$ cat config.mk
export PLATFORM = sky130hd
export DESIGN_NAME = booth_r4_seq_mult
export DESIGN_NICKNAME = d
export VERILOG_FILES = /design/src/rtl/booth_pkg.sv /design/src/rtl/booth_r4_seq_mult_digit.sv /design/src/rtl/booth_r4_seq_mult.sv
export SDC_FILE = /design/constraint.sdc
export NUM_CORES = 1
export LEC_CHECK = 0
export CORE_UTILIZATION = 38
export CTS_BUF_LIST = sky130_fd_sc_hd__clkbuf_16
export CTS_CLUSTER_DIAMETER = 80
export DETAILED_ROUTE_END_ITERATION = 8
export PLACE_DENSITY_LB_ADDON = 0.08
export SLEW_MARGIN = 5
export SYNTH_ARGS = -nofsm -noshare
export SYNTH_HDL_FRONTEND = slang
export SYNTH_SLANG_ARGS = --single-unit
$ cat constraint.sdc
create_clock -name clk -period 3.4 [get_ports clk]
set_input_delay 0.51 -clock clk [delete_from_list [all_inputs] [get_ports clk]]
set_output_delay 0.51 -clock clk [all_outputs]
set_load 0.05 [all_outputs]
$ cat src/rtl/booth_pkg.sv
// Shared types and the operand-extension helper for the radix-4 Booth multiplier.
package booth_pkg;

    localparam int MAXW = 64;

    typedef enum logic [1:0] {
        IDLE = 2'd0,
        BUSY = 2'd1,
        DONE = 2'd2
    } state_t;

    typedef enum logic [2:0] {
        ZERO,
        POS1,
        POS2,
        NEG1,
        NEG2
    } digit_t;

    // Extend a width-bit value (zero-padded into MAXW bits) to MAXW+2 bits,
    // sign-filling above the operand when signed_mode is set.
    function automatic logic [MAXW+1:0] ext_operand(input logic [MAXW-1:0] value,
                                                    input logic signed_mode,
                                                    input int unsigned width);
        logic [MAXW-1:0] msb_sh;
        logic [MAXW+1:0] low_mask;
        logic            fill;
        msb_sh   = value >> (width - 1);
        fill     = signed_mode & msb_sh[0];
        low_mask = ~({(MAXW+2){1'b1}} << width);
        return ({2'b00, value} & low_mask) | ({(MAXW+2){fill}} & ~low_mask);
    endfunction

endpackage

$ cat src/rtl/booth_r4_seq_mult_digit.sv
// Radix-4 Booth recoder: picks 0, a or 2a from three multiplier bits and flags negation.
module booth_r4_digit
    import booth_pkg::*;
#(
    parameter int WIDTH = 8
) (
    input  logic [2:0]       bits,
    input  logic [WIDTH+1:0] a_ext,
    output logic [WIDTH+2:0] multiple,
    output logic             negate
);

    digit_t digit;

    // Recode the overlapping bit triplet into a Booth digit.
    always_comb begin
        digit = ZERO;
        case (bits)
            3'b001, 3'b010: digit = POS1;
            3'b011:         digit = POS2;
            3'b100:         digit = NEG2;
            3'b101, 3'b110: digit = NEG1;
            default:        digit = ZERO;
        endcase
    end

    // Select the unshifted magnitude; the sign is applied later by invert plus carry-in.
    always_comb begin
        multiple = '0;
        negate   = 1'b0;
        case (digit)
            POS1:    multiple = {a_ext[WIDTH+1], a_ext};
            NEG1: begin
                multiple = {a_ext[WIDTH+1], a_ext};
                negate   = 1'b1;
            end
            POS2:    multiple = {a_ext, 1'b0};
            NEG2: begin
                multiple = {a_ext, 1'b0};
                negate   = 1'b1;
            end
            default: multiple = '0;
        endcase
    end

endmodule

$ cat src/rtl/booth_r4_seq_mult.sv
// Sequential radix-4 Booth multiplier: one Booth digit per clock, valid/ready on both sides.
module booth_r4_seq_mult
    import booth_pkg::*;
#(
    parameter int WIDTH = 8
) (
    input  logic               clk,
    input  logic               rst,
    input  logic               in_valid,
    output logic               in_ready,
    input  logic               signed_mode,
    input  logic [WIDTH-1:0]   a,
    input  logic [WIDTH-1:0]   b,
    output logic               out_valid,
    input  logic               out_ready,
    output logic [2*WIDTH-1:0] product,
    output logic               busy
);

    localparam int ITER = WIDTH / 2 + 1;
    localparam int CW   = $clog2(ITER);
    localparam int EW   = WIDTH + 2;
    localparam int ACCW = 2 * WIDTH + 4;

    localparam logic [1:0] ST_IDLE = IDLE;
    localparam logic [1:0] ST_BUSY = BUSY;
    localparam logic [1:0] ST_DONE = DONE;

    logic [1:0]      state;
    logic [CW-1:0]   cnt;
    logic [EW-1:0]   a_reg;
    logic [EW:0]     b_sr;     // b_ext with the implicit bit -1 appended at the bottom
    logic [ACCW-1:0] acc;

    logic [EW:0]     multiple;
    logic            negate;
    logic [ACCW-1:0] shifted;
    logic [ACCW-1:0] sum;

    booth_r4_digit #(.WIDTH(WIDTH)) u_digit (
        .bits     (b_sr[2:0]),
        .a_ext    (a_reg),
        .multiple (multiple),
        .negate   (negate)
    );

    // Sign-extend the selected multiple, weight it by 4^cnt and fold it into the accumulator.
    always_comb begin
        shifted = {{(ACCW-EW-1){multiple[EW]}}, multiple} << {cnt, 1'b0};
        sum     = acc + (negate ? ~shifted : shifted) + ACCW'(negate);
    end

    // Handshake FSM, digit counter, multiplier shift register and accumulator.
    always_ff @(posedge clk or posedge rst) begin
        if (rst) begin
            state   <= ST_IDLE;
            cnt     <= '0;
            a_reg   <= '0;
            b_sr    <= '0;
            acc     <= '0;
            product <= '0;
        end else begin
            case (state)
                ST_IDLE: begin
                    if (in_valid) begin
                        a_reg <= EW'(ext_operand(MAXW'(a), signed_mode, WIDTH));
                        b_sr  <= {EW'(ext_operand(MAXW'(b), signed_mode, WIDTH)), 1'b0};
                        acc   <= '0;
                        cnt   <= '0;
                        state <= ST_BUSY;
                    end
                end
                ST_BUSY: begin
                    acc  <= sum;
                    b_sr <= b_sr >> 2;
                    cnt  <= cnt + 1'b1;
                    if (cnt == CW'(ITER - 1)) begin
                        product <= sum[2*WIDTH-1:0];
                        state   <= ST_DONE;
                    end
                end
                ST_DONE: begin
                    if (out_ready) state <= ST_IDLE;
                end
                default: state <= ST_IDLE;
            endcase
        end
    end

    assign in_ready  = (state == ST_IDLE);
    assign out_valid = (state == ST_DONE);
    assign busy      = (state != ST_IDLE);

endmodule

==> results of run 1 <==
==> final timing paths <==
| kind | startpoint | end | slack, ns | depth (start not counted) |
|---|---|---|---|---|
| setup / recovery | b_sr[1] | product[14] | -0.35 | 17 |
| hold / removal | product[6] | product[6] | 0.48 | 2 |
| setup reg to reg | b_sr[1] | product[14] | -0.35 | 17 |
| hold reg to reg | product[6] | product[6] | 0.48 | 2 |
| max in group asynchronous | rst | acc[12] | 2.41 | 3 |
| min in group asynchronous | rst | acc[4] | 0.57 | 3 |
==> critical path, delay by kind of cell (launching register included) <==
kind	cells	cell delay (ns)
xor gates and xnor gates	2	0.56
muxes	3	0.62
AOI/OAI and AO/OA	6	1.14
DFF	1	0.42
and+or+nand+nor	3	0.34
adders and majority gates	2	0.47
buffers and inverters	1	0.07
==> per-layer routing <==
metal	vias to the layer above	part of all wire [%]
li1	1624	-
met4	0	1.2
met5	-	0
met2	42	45
met1	1522	52
met3	9	1.9
==> layout by cell type (no fill, tap or decap), types with 3 or more instances in the layout <==
cell	Yosys	layout
sky130_fd_sc_hd__buf_4	0	73
sky130_fd_sc_hd__a22oi_2	0	3
sky130_fd_sc_hd__inv_2	0	4
sky130_fd_sc_hd__ha_2	0	4
sky130_fd_sc_hd__nand2_1	47	45
sky130_fd_sc_hd__xnor2_1	14	11
sky130_fd_sc_hd__o22ai_1	3	3
sky130_fd_sc_hd__xor2_1	15	13
sky130_fd_sc_hd__a21oi_1	19	8
sky130_fd_sc_hd__mux2_2	13	13
sky130_fd_sc_hd__clkdlybuf4s50_1	0	39
sky130_fd_sc_hd__dfrtp_1	56	56
sky130_fd_sc_hd__o21ai_1	3	12
sky130_fd_sc_hd__nor2b_1	3	3
sky130_fd_sc_hd__buf_6	1	9
sky130_fd_sc_hd__inv_1	14	10
sky130_fd_sc_hd__o21ai_0	43	31
sky130_fd_sc_hd__o21bai_1	6	6
sky130_fd_sc_hd__o21a_1	7	7
sky130_fd_sc_hd__xnor2_2	0	3
sky130_fd_sc_hd__a21oi_2	0	9
sky130_fd_sc_hd__ha_1	21	16
sky130_fd_sc_hd__nor2_2	0	3
sky130_fd_sc_hd__mux2i_1	16	12
sky130_fd_sc_hd__nor2_1	14	10
sky130_fd_sc_hd__nand3_1	25	25
sky130_fd_sc_hd__clkbuf_16	0	5
sky130_fd_sc_hd__a21o_1	6	6
==> final cells by class <==
class                      instances  area, sq um  share of cell area (%)
clock inverter                     3         47.5                   0.906
timing repair buffer             122         1060                    20.2
inverter                          15         56.3                    1.07
clock buffer                       5          125                    2.38
multi-input combinational        301         2400                    45.7
tap                              129          161                    3.07
sequential                        56         1400                    26.7
==> stage by stage <==
stage	cell area, sq um	setup TNS [ns]	std cells	utilization [%]	hold slack, ns
after floorplan	3730	-0.00812	396	-	0.449
after global placement	4630	-2.81	600	49.8	0.457
after detailed placement	4630	-4.03	600	49.8	0.468
after CTS	4950	-1.83	617	53.3	0.488
after global routing	5250	-5.99	631	56.5	0.515
final	5250	-2.94	631	56.5	0.480
==> cell families (layout without fill, tap and decap cells) <==
family                   count (synthesis)  after routing  synth area share [%]
AO/OA/AOI/OAI                          118            118                  21.4
XOR/XNOR                                29             29                  6.93
adder cells (fa/ha/maj)                 22             22                  7.72
buffers and inverters                   39            145                  4.27
flip-flops                              56             56                  38.3
multiplexers                            31             31                  9.19
AND/OR/NAND/NOR                        101            101                  12.2
==> timing repair <==
action / CTS / global route
cloned: 0 / 0
setup endpoints to repair: 18 / 22
gates resized for setup: 26 / 48
pin swaps: 10 / 39
buffers inserted: 9 / 16
==> run summary, run 1 <==
The flow ran to the end, but the final reports show violations. The checks that failed: negative setup slack. The run gives 10,000 sq um as the area of the die. The cts-stage hold buffer count is 0, and the post-synthesis to final-layout area growth is 43.3%. By startpoint and endpoint, the worst setup path is classified as flip-flop to flip-flop. The maximum number of pins on one net before global-route repair is 37. By area the synthesized netlist is led by sky130_fd_sc_hd__dfrtp_1 38%, sky130_fd_sc_hd__ha_1 7.2%, sky130_fd_sc_hd__o21ai_0 5.9%. After global routing the overflow that remains totals 0. The logs give 0 for the number of failing hold endpoints at the final stage and 3,197 for the via count of the routed design.

The worst max-slew margin expressed relative to the limit was 60.1%; the share of flip-flops with an asynchronous set or reset was 100%. Setup slack at placement: -0.426 ns. Global routing consumed, on the met3 layer, 2.44% of the routing resources.

Counting every instance in the synthesized netlist gives 396. For this configuration, the core starts out at a cell density of 39.5%. At the worst endpoint, the required time is 3.57 ns. The worst-path cell with the longest stage delay was sky130_fd_sc_hd__dfrtp_1.

The run gives 30.1% as the met2 usage in global routing. On the final layout, the worst clock skew is 0.00718 ns. The cell area after synthesis is 3660 sq um, and the routability-driven placement congestion ratio is 0.888. For this run, design rule violations remaining after detail routing come to 0. For the number of sinks driven by the clock tree, the log shows 56. After clock tree synthesis, the clock-pin slew on the worst setup and hold paths is 0.08 ns. Leading register cell type out of synthesis: sky130_fd_sc_hd__dfrtp_1. The commonest cells after synthesis are 56 x sky130_fd_sc_hd__dfrtp_1, 47 x sky130_fd_sc_hd__nand2_1, 43 x sky130_fd_sc_hd__o21ai_0. Final critical-path setup slack: -0.345 ns.

Dividing the detail-routed wire length by the instance count gives 14.7 um. At the end of the flow, the number of nets in the layout was 544. The worst setup path is launched from a flip-flop.

Of all nets on the critical path, the largest fanout is 5. Across the run, the number of max-cap violations was 0. After the first detailed-routing iteration, the DRC count stood at 138. Detailed placement ended at an HPWL of 6.57 mm. The initial antenna violation count came out at 0.

The fraction of post-synthesis cell area in the top cell type by area is 38.3%. Level count of the clock H-tree: 2. Data on the critical path arrives at its endpoint at 3.92 ns. The tools report the top achievable clock speed as 267 MHz. In the global route stage, met1 resource usage came out at 28.2%. The first detailed-routing pass ran for 4 iterations.

Final period utilization: 110%. The final max-slew violation count is 0. STA classifies the critical path endpoint as a flip-flop. TritonCTS created 5 clock buffers. The die is 100 um wide. The most repeated cell in the gate-level netlist after synthesis is sky130_fd_sc_hd__dfrtp_1. The floorplan has 35 rows.

The count of final setup violators was 14; the die height was 100 um. Subtracting the final worst setup slack from the clock period gives 3.75 ns. On the worst path, the slowest cell contributes a delay of 0.42 ns.

Counting every net in the synthesized netlist gives 439. The largest registers in the layout are acc (16), product (16), b_sr (10). The busiest layer in global routing is met2. In this run the worst hold path is classified as flip-flop to flip-flop. For the sequential share of the synthesized area, the log shows 38.3%. The clock passes through at most 2 buffers.

After synthesis, the netlist uses 52 different library cells. The first global-routing pass estimated 15.4 mm of wire. Clock tree synthesis selected as its root buffer the cell sky130_fd_sc_hd__clkbuf_16.

The largest area contributor in the netlist is sky130_fd_sc_hd__dfrtp_1. In this run the standard cell core region covers 9280 sq um. After synthesis the netlist holds a flip-flop and latch count of 56.

Setup repair after global routing could not meet its margin everywhere. Summed over all layers, the routed wires come to 9.28 mm. 40 I/O pins were placed.

The share of cells above drive strength 1 came out at 32.9%. The number of inserted filler cells in the final layout is 856. In this run the mean area of a mapped cell was 9.25 sq um. The number of diodes came out at 0. The signal on the critical path passes through inv_2 -> ha_4 -> mux2_4 -> and2_4 -> a22oi_2 -> mux2i_2 -> mux2i_2 -> nor2_1 -> xor2_1 -> ha_1 -> o21a_1 -> o21a_1 -> o211ai_1 -> nor2_2 -> a221oi_2 -> xor2_1 -> o21ai_1. Counting flops with a built-in enable in the synthesized netlist gives 0.

Across every metal layer, demand over resource in global routing totals 19.1%. The number of global-route vias before repair was 3,090; the antenna violation net count after detailed routing was 0. The total number of yosys warnings is 0, and the insertion delay to the later sink of the worst-skew pair is 0.30 ns. Buffers placed on the I/O ports in this run total 39.

Using the TritonRoute via totals, the vias-per-cell ratio works out to 5.07. TritonCTS built the clock tree. For the pin with the worst max-slew slack, the measured transition is 0.599 ns.
Power of run 1 is not shown: default switching activity piles up to over one toggle a cycle in this logic, so the estimate is an artifact.
==> run 2: changes to the inputs <==
Clock period 3.4 ns to 4.6 ns, I/O delays scaled along.
==> run 2 against run 1 <==
The run now ends clean; critical path depth did not move; global-route usage fell by 0.72 points; routed wire length fell by 7.9%; non-clock buffer count fell by 75; sequential share of layout area rose by 5.6 points; critical path type unchanged; critical endpoint is now acc[14].
==> run summary, run 2 (synthesis results as in run 1) <==
Most frequent cells in the layout: 56 x sky130_fd_sc_hd__dfrtp_1, 47 x sky130_fd_sc_hd__nand2_1, 43 x sky130_fd_sc_hd__o21ai_0, 39 x sky130_fd_sc_hd__clkdlybuf4s50_1, 25 x sky130_fd_sc_hd__nand3_1 (was 73 x sky130_fd_sc_hd__buf_4, 56 x sky130_fd_sc_hd__dfrtp_1, 45 x sky130_fd_sc_hd__nand2_1, 39 x sky130_fd_sc_hd__clkdlybuf4s50_1, 31 x sky130_fd_sc_hd__o21ai_0). For the final cell utilization of the core, the log shows 46.7% (was 56.5%). TritonCTS buffer count: 5 (unchanged).

The maximum fanout count along the critical path works out to 8 (was 5). The worst path required time is 4.76 ns (was 3.57 ns). The actual slew at the worst max-slew pin was 0.651 ns (was 0.599 ns).

For the insertion delay to the later sink of the worst-skew pair, the log shows 0.29 ns (was 0.30 ns). The worst-path cell with the longest stage delay was sky130_fd_sc_hd__dfrtp_1 (unchanged). For the antenna violation net count after detailed routing, the log shows 0 (unchanged). The number of buffers and inverters on the critical path is 1 (unchanged), and the overall die width is 100 um (unchanged). The peak per-stage delay on the critical path was 0.39 ns (was 0.42 ns).

The maximum number of pins on one net before global-route repair is 51 (was 37). TritonCTS built the clock tree. Number of global-route vias before repair: 2,876 (was 3,090). The initial antenna violation count is 0 (unchanged). The cts-stage hold buffer count was 0 (unchanged); the final layout net count was 469 (was 544). The run gives 0 (unchanged) as the number of failing hold endpoints at the final stage. The setup TNS was 0 ns (was -2.94 ns). The top achievable clock speed is 246 MHz (was 267 MHz). The most common library cell in the layout ignoring fill and taps was sky130_fd_sc_hd__dfrtp_1 (was sky130_fd_sc_hd__buf_4). The worst max-slew margin expressed relative to the limit is 56.6% (was 60.1%), and the overall routing resource usage is 18.4% (was 19.1%). For the post-placement cell count, the log shows 548 (was 600). The tools report the first-pass GRT wire length as 14.7 mm (was 15.4 mm). The die height was 100 um (unchanged); the standard-cell row count was 35 (unchanged). The final max-slew violation count is 0 (unchanged). Number of buffer cells added on primary ports: 39 (unchanged). The max-capacitance violation count is 0 (unchanged). The average detailed-routed wire length per instance is 15.4 um (was 14.7 um). The area of the die is 10,000 sq um (unchanged). Largest registers: acc (16), product (16), b_sr (10) (unchanged). The post-CTS repair timing setup buffer count was 0 (was 9); the via count of the routed design was 2,960 (was 3,197). For the area of the core region, the log shows 9280 sq um (unchanged). CP Cell Sequence: inv_1 -> ha_1 -> nor2_1 -> and2_1 -> a22oi_1 -> mux2i_1 -> a21oi_1 -> nor2_1 -> xor2_1 -> ha_1 -> a21oi_1 -> o21ai_0 -> a211oi_1 -> nor2_1 -> a221oi_1 -> xor2_1 -> o21ai_0 (was inv_2 -> ha_4 -> mux2_4 -> and2_4 -> a22oi_2 -> mux2i_2 -> mux2i_2 -> nor2_1 -> xor2_1 -> ha_1 -> o21a_1 -> o21a_1 -> o211ai_1 -> nor2_2 -> a221oi_2 -> xor2_1 -> o21ai_1). The tools report the category of the worst setup path launch point as a flip-flop (unchanged).

Area used by multi-input combinational logic: 2110 sq um (was 2400 sq um). The cell that appears most often on the critical path is sky130_fd_sc_hd__nor2_1. The number of diodes is 0 (unchanged).

For the remaining global-route overflow, the log shows 0 (unchanged). The logs give 2 (unchanged) for the level count of the clock H-tree and 4 (unchanged) for the first-pass iteration count of the detailed router. The number of gates resized after cts came out at 0 (was 26).

The start-to-end type of the worst setup path was flip-flop to flip-flop (unchanged). The kind of cell adding the most delay to the critical path is compound AO/OA/AOI/OAI gates (unchanged). The final period utilization is 88.4% (was 110%). The post-detailed-routing wire length was 8.54 mm (was 9.28 mm). The sequential standard cell area was 1400 sq um (unchanged); the share of cells above drive strength 1 was 8.43% (was 32.9%). For the initial core utilization, the log shows 39.5% (unchanged). Routed via count divided by cell count: 5.32 (was 5.07).

Deepest clock path buffer count: 2 (unchanged). Count of placed standard cells in the final layout, fillers left out: 556 (was 631). For the worst clock skew, the log shows 0.00557 ns (was 0.00718 ns). The I/O pin total is 40 (unchanged). Setup repair after global routing left no endpoint under its margin. The run gives 6.37 mm (was 6.57 mm) as the final HPWL from detailed placement. The count of final setup violators is 0 (was 14), and the endpoint arrival time on the critical path is 4.23 ns (was 3.92 ns).

The buffer type at the clock tree root was sky130_fd_sc_hd__clkbuf_16 (unchanged). The worst hold-check path type is flip-flop to flip-flop (unchanged). The shortest clock period the worst path allows after layout was 4.07 ns (was 3.75 ns). The final critical-path setup slack was 0.532 ns (was -0.345 ns). The flow ran to the end, and the final reports show no timing, DRC or antenna violations.

The routability-driven placement congestion ratio was 0.874 (was 0.888); the post-synthesis to final-layout area growth was 18.4% (was 43.3%). The element type at the critical path end was a flip-flop (unchanged). The number of sinks driven by the clock tree is 56 (unchanged), and the detailed-route DRC error count is 0 (unchanged).

The tools report the number of inserted filler cells in the final layout as 923 (was 856). The post-CTS clock slew at the launch and capture registers of the worst setup and hold paths works out to 0.07 ns (was 0.08 ns). The number of violations reported at the end of detailed-routing iteration 0 is 119 (was 138).

The tools report the setup slack at placement as 0.532 ns (was -0.426 ns).
-- run 2: path summary, 6_finish.rpt --
check                           startpoint  slack, ns          to  depth (start not counted)
max in group asynchronous              rst       3.13  product[7]                          3
worst max register to register     b_sr[1]       0.53     acc[14]                         17
worst max-delay path               b_sr[1]       0.53     acc[14]                         17
worst min-delay path            product[9]       0.48  product[9]                          2
min in group asynchronous              rst       0.60    state[1]                          2
worst min register to register  product[9]       0.48  product[9]                          2
-- run 2: layout make-up --
cell class	count	share of cell area (%)
flip-flops and latches	56	32.3
clock buffers	5	2.88
clock inverters	3	0.894
multi-input cells	301	48.5
inverters	15	1.30
repair buffers	47	10.4
well taps	129	3.72
-- run 2: stage by stage --
stage | hold slack, ns | instance area [sq um]
3_3_place_gp | 0.465 | 4180
4_1_cts | 0.487 | 4340
3_5_place_dp | 0.469 | 4180
5_1_grt | 0.506 | 4340
6_report | 0.477 | 4340
2_1_floorplan | 0.449 | 3660
-- run 2: worst reg2reg max path, delay by kind of cell, from the launching register on --
family	cells	cell delay, ns
fa+ha+maj	2	0.50
simple gates	4	0.94
xor+xnor	2	0.42
buf+inv	1	0.08
flops	1	0.39
mux	1	0.25
compound gates	7	1.36
-- run 2: metal layers --
layer  track usage, %  up-vias  routed length [um]
li1                 -     1477                   -
met1             24.7     1413                4050
met2             31.7       64                4170
met3             2.30        6                 246
met4             4.12        0                  86
met5                0        -                   0
Power of run 2 is left out for the same reason.
==> run 3: changes to the inputs <==
Settings changed: CORE_UTILIZATION 38 to 55, TNS_END_PERCENT set to 10.
==> run 3 against run 2 <==
Critical path depth is the same; worst hold slack gained 0.0025 ns; core utilization grew 20 points; global-route usage grew 6.7 points; maximum frequency grew 0.79%.
==> run summary, run 3 (synthesis results as in run 1) <==
The remaining global-route overflow was 0 (unchanged); the insertion delay to the later sink of the worst-skew pair was 0.30 ns (was 0.29 ns). The tools report the worst max-slew margin expressed relative to the limit as 28.1% (was 56.6%). The tools report the buffer type at the clock tree root as sky130_fd_sc_hd__clkbuf_16 (unchanged). The most common library cell in the layout ignoring fill and taps was sky130_fd_sc_hd__dfrtp_1 (unchanged). The tools report the routability-driven placement congestion ratio as 0.923 (was 0.874).

Detailed-route DRC error count: 0 (unchanged). The run gives 2 (unchanged) as the deepest clock path buffer count. The worst clock skew is 0.00706 ns (was 0.00557 ns).

The tools report the first-pass iteration count of the detailed router as 4 (unchanged). The post-synthesis to final-layout area growth works out to 16.4% (was 18.4%). The tools report the antenna violation net count after detailed routing as 0 (unchanged). The run gives 0 (unchanged) as the number of diodes. The cts-stage hold buffer count is 0 (unchanged).

The initial antenna violation count came out at 0 (unchanged). The logs give 144 (was 119) for the number of violations reported at the end of detailed-routing iteration 0 and 56 (unchanged) for the number of sinks driven by the clock tree. The final period utilization is 87.7% (was 88.4%). The share of cells above drive strength 1 is 8.24% (was 8.43%).

The logs give 2110 sq um (about the same) for the area used by multi-input combinational logic and 0.479 ns (was 0.477 ns) for the minimum hold slack. The start-to-end type of the worst setup path was flip-flop to flip-flop (unchanged). The maximum number of pins on one net before global-route repair is 38 (was 51).

Largest registers: acc (16), product (16), b_sr (10) (unchanged). The element type at the critical path end is a flip-flop (unchanged). Setup repair after global routing left no endpoint under its margin. The TritonCTS buffer count was 5 (unchanged); the overall die width was 83.6 um (was 100 um).

The run gives 0 ns (unchanged) as the setup TNS. The tools report the number of inserted filler cells in the final layout as 537 (was 923). The category of the worst setup path launch point was a flip-flop (unchanged). The run gives 0 (unchanged) as the max-capacitance violation count. The standard-cell row count is 29 (was 35), and the maximum fanout count along the critical path is 8 (unchanged).

The top achievable clock speed is 248 MHz (was 246 MHz). The flow ran to the end, and the final reports show no timing, DRC or antenna violations. The met1 track demand over resource in global routing is 33.5% (was 24.7%).

The post-CTS clock slew at the launch and capture registers of the worst setup and hold paths is 0.07 ns (about the same). The worst hold-check path type was flip-flop to flip-flop (unchanged). The shortest clock period the worst path allows after layout is 4.04 ns (was 4.07 ns), and the endpoint arrival time on the critical path is 4.18 ns (was 4.23 ns). The run gives 6.11 mm (was 6.37 mm) as the final HPWL from detailed placement. The fraction of met3 tracks used by global routing is 3.96% (was 2.30%), and the met2 usage in global routing is 42.7% (was 31.7%). The actual slew at the worst max-slew pin is 1.07 ns (was 0.651 ns), and the count of final setup violators is 0 (unchanged).

The number of buffer cells added on primary ports came out at 39 (unchanged). The average detailed-routed wire length per instance was 16.3 um (was 15.4 um); the number of global-route vias before repair was 2,870 (was 2,876). TritonCTS built the clock tree. The tools report the area of the core region as 6390 sq um (was 9280 sq um). The area of the die is 6990 sq um (was 10,000 sq um). The I/O pin total was 40 (unchanged); the first-pass GRT wire length was 14.1 mm (was 14.7 mm).

Most frequent cells in the layout: 56 x sky130_fd_sc_hd__dfrtp_1, 47 x sky130_fd_sc_hd__nand2_1, 43 x sky130_fd_sc_hd__o21ai_0, 39 x sky130_fd_sc_hd__clkdlybuf4s50_1, 25 x sky130_fd_sc_hd__nand3_1 (unchanged). Via count of the routed design: 2,926 (was 2,960). The tools report the initial core utilization as 57.4% (was 39.5%).

The tools report the post-detailed-routing wire length as 8.17 mm (was 8.54 mm). For the overall routing resource usage, the log shows 25.1% (was 18.4%). The number of failing hold endpoints at the final stage is 0 (unchanged), and the worst path required time is 4.74 ns (was 4.76 ns). For the final max-slew violation count, the log shows 0 (unchanged). The sequential standard cell area is 1400 sq um (unchanged).

The die height is 83.6 um (was 100 um). The final layout net count was 467 (was 469); the routed via count divided by cell count was 5.83 (was 5.32). The busiest layer in global routing is met2 (unchanged). The level count of the clock H-tree is 2 (unchanged).
## run 3: routing by layer
metal / wire length [um] / up-vias
met5: 0 / -
met4: 79 / 0
met3: 314 / 9
met2: 4120 / 63
met1: 3660 / 1386
li1: - / 1468
## run 3: area by class of cell
type | count | share of cell area [%]
clock inverters | 3 | 0.997
well taps | 77 | 2.26
flip-flops and latches | 56 | 32.9
clock buffers | 5 | 2.93
inverters | 15 | 1.32
repair buffers | 45 | 10.2
multi-input cells | 301 | 49.4
## run 3: worst paths after layout
check                                start          end  slack (ns)  depth (start not counted)
worst max-delay path               b_sr[0]  product[14]        0.56                         17
worst min-delay path            product[6]   product[6]        0.48                          2
worst max register to register     b_sr[0]  product[14]        0.56                         17
worst min register to register  product[6]   product[6]        0.48                          2
max in group asynchronous              rst   product[7]        3.05                          3
min in group asynchronous              rst  product[15]        0.76                          2
## run 3: worst max-delay path, stage by stage, from the launching register on
cell and delay (ns):
sky130_fd_sc_hd__dfrtp_1 0.41, sky130_fd_sc_hd__inv_1 0.09, sky130_fd_sc_hd__ha_1 0.23, sky130_fd_sc_hd__mux2_4 0.30
sky130_fd_sc_hd__and2_1 0.25, sky130_fd_sc_hd__a22oi_1 0.21, sky130_fd_sc_hd__mux2i_1 0.15, sky130_fd_sc_hd__a21oi_1 0.24
sky130_fd_sc_hd__nor2_1 0.08, sky130_fd_sc_hd__xor2_1 0.17, sky130_fd_sc_hd__ha_1 0.37, sky130_fd_sc_hd__a21oi_1 0.19
sky130_fd_sc_hd__o21ai_0 0.15, sky130_fd_sc_hd__a211oi_1 0.32, sky130_fd_sc_hd__nor2_1 0.11, sky130_fd_sc_hd__a221oi_1 0.34
sky130_fd_sc_hd__xor2_1 0.21, sky130_fd_sc_hd__o21ai_1 0.07
## run 3: metrics by stage
stage / area, sq um / cells / setup WS, ns / util (%)
final: 4270 / 502 / 0.564 / 66.8
after global routing: 4270 / 502 / 0.0922 / 66.8
after CTS: 4260 / 502 / 0.467 / 66.8
after detailed placement: 4100 / 494 / 0.511 / 64.1
after global placement: 4100 / 494 / 0.678 / 64.1
after floorplan: 3660 / 396 / 0.959 / -
## run 3: timing repair
item / in CTS / in global routing
resized for setup: 0 / 1
setup endpoints to repair: 0 / 1
setup buffers: 0 / 0
Power of run 3 is left out for the same reason.
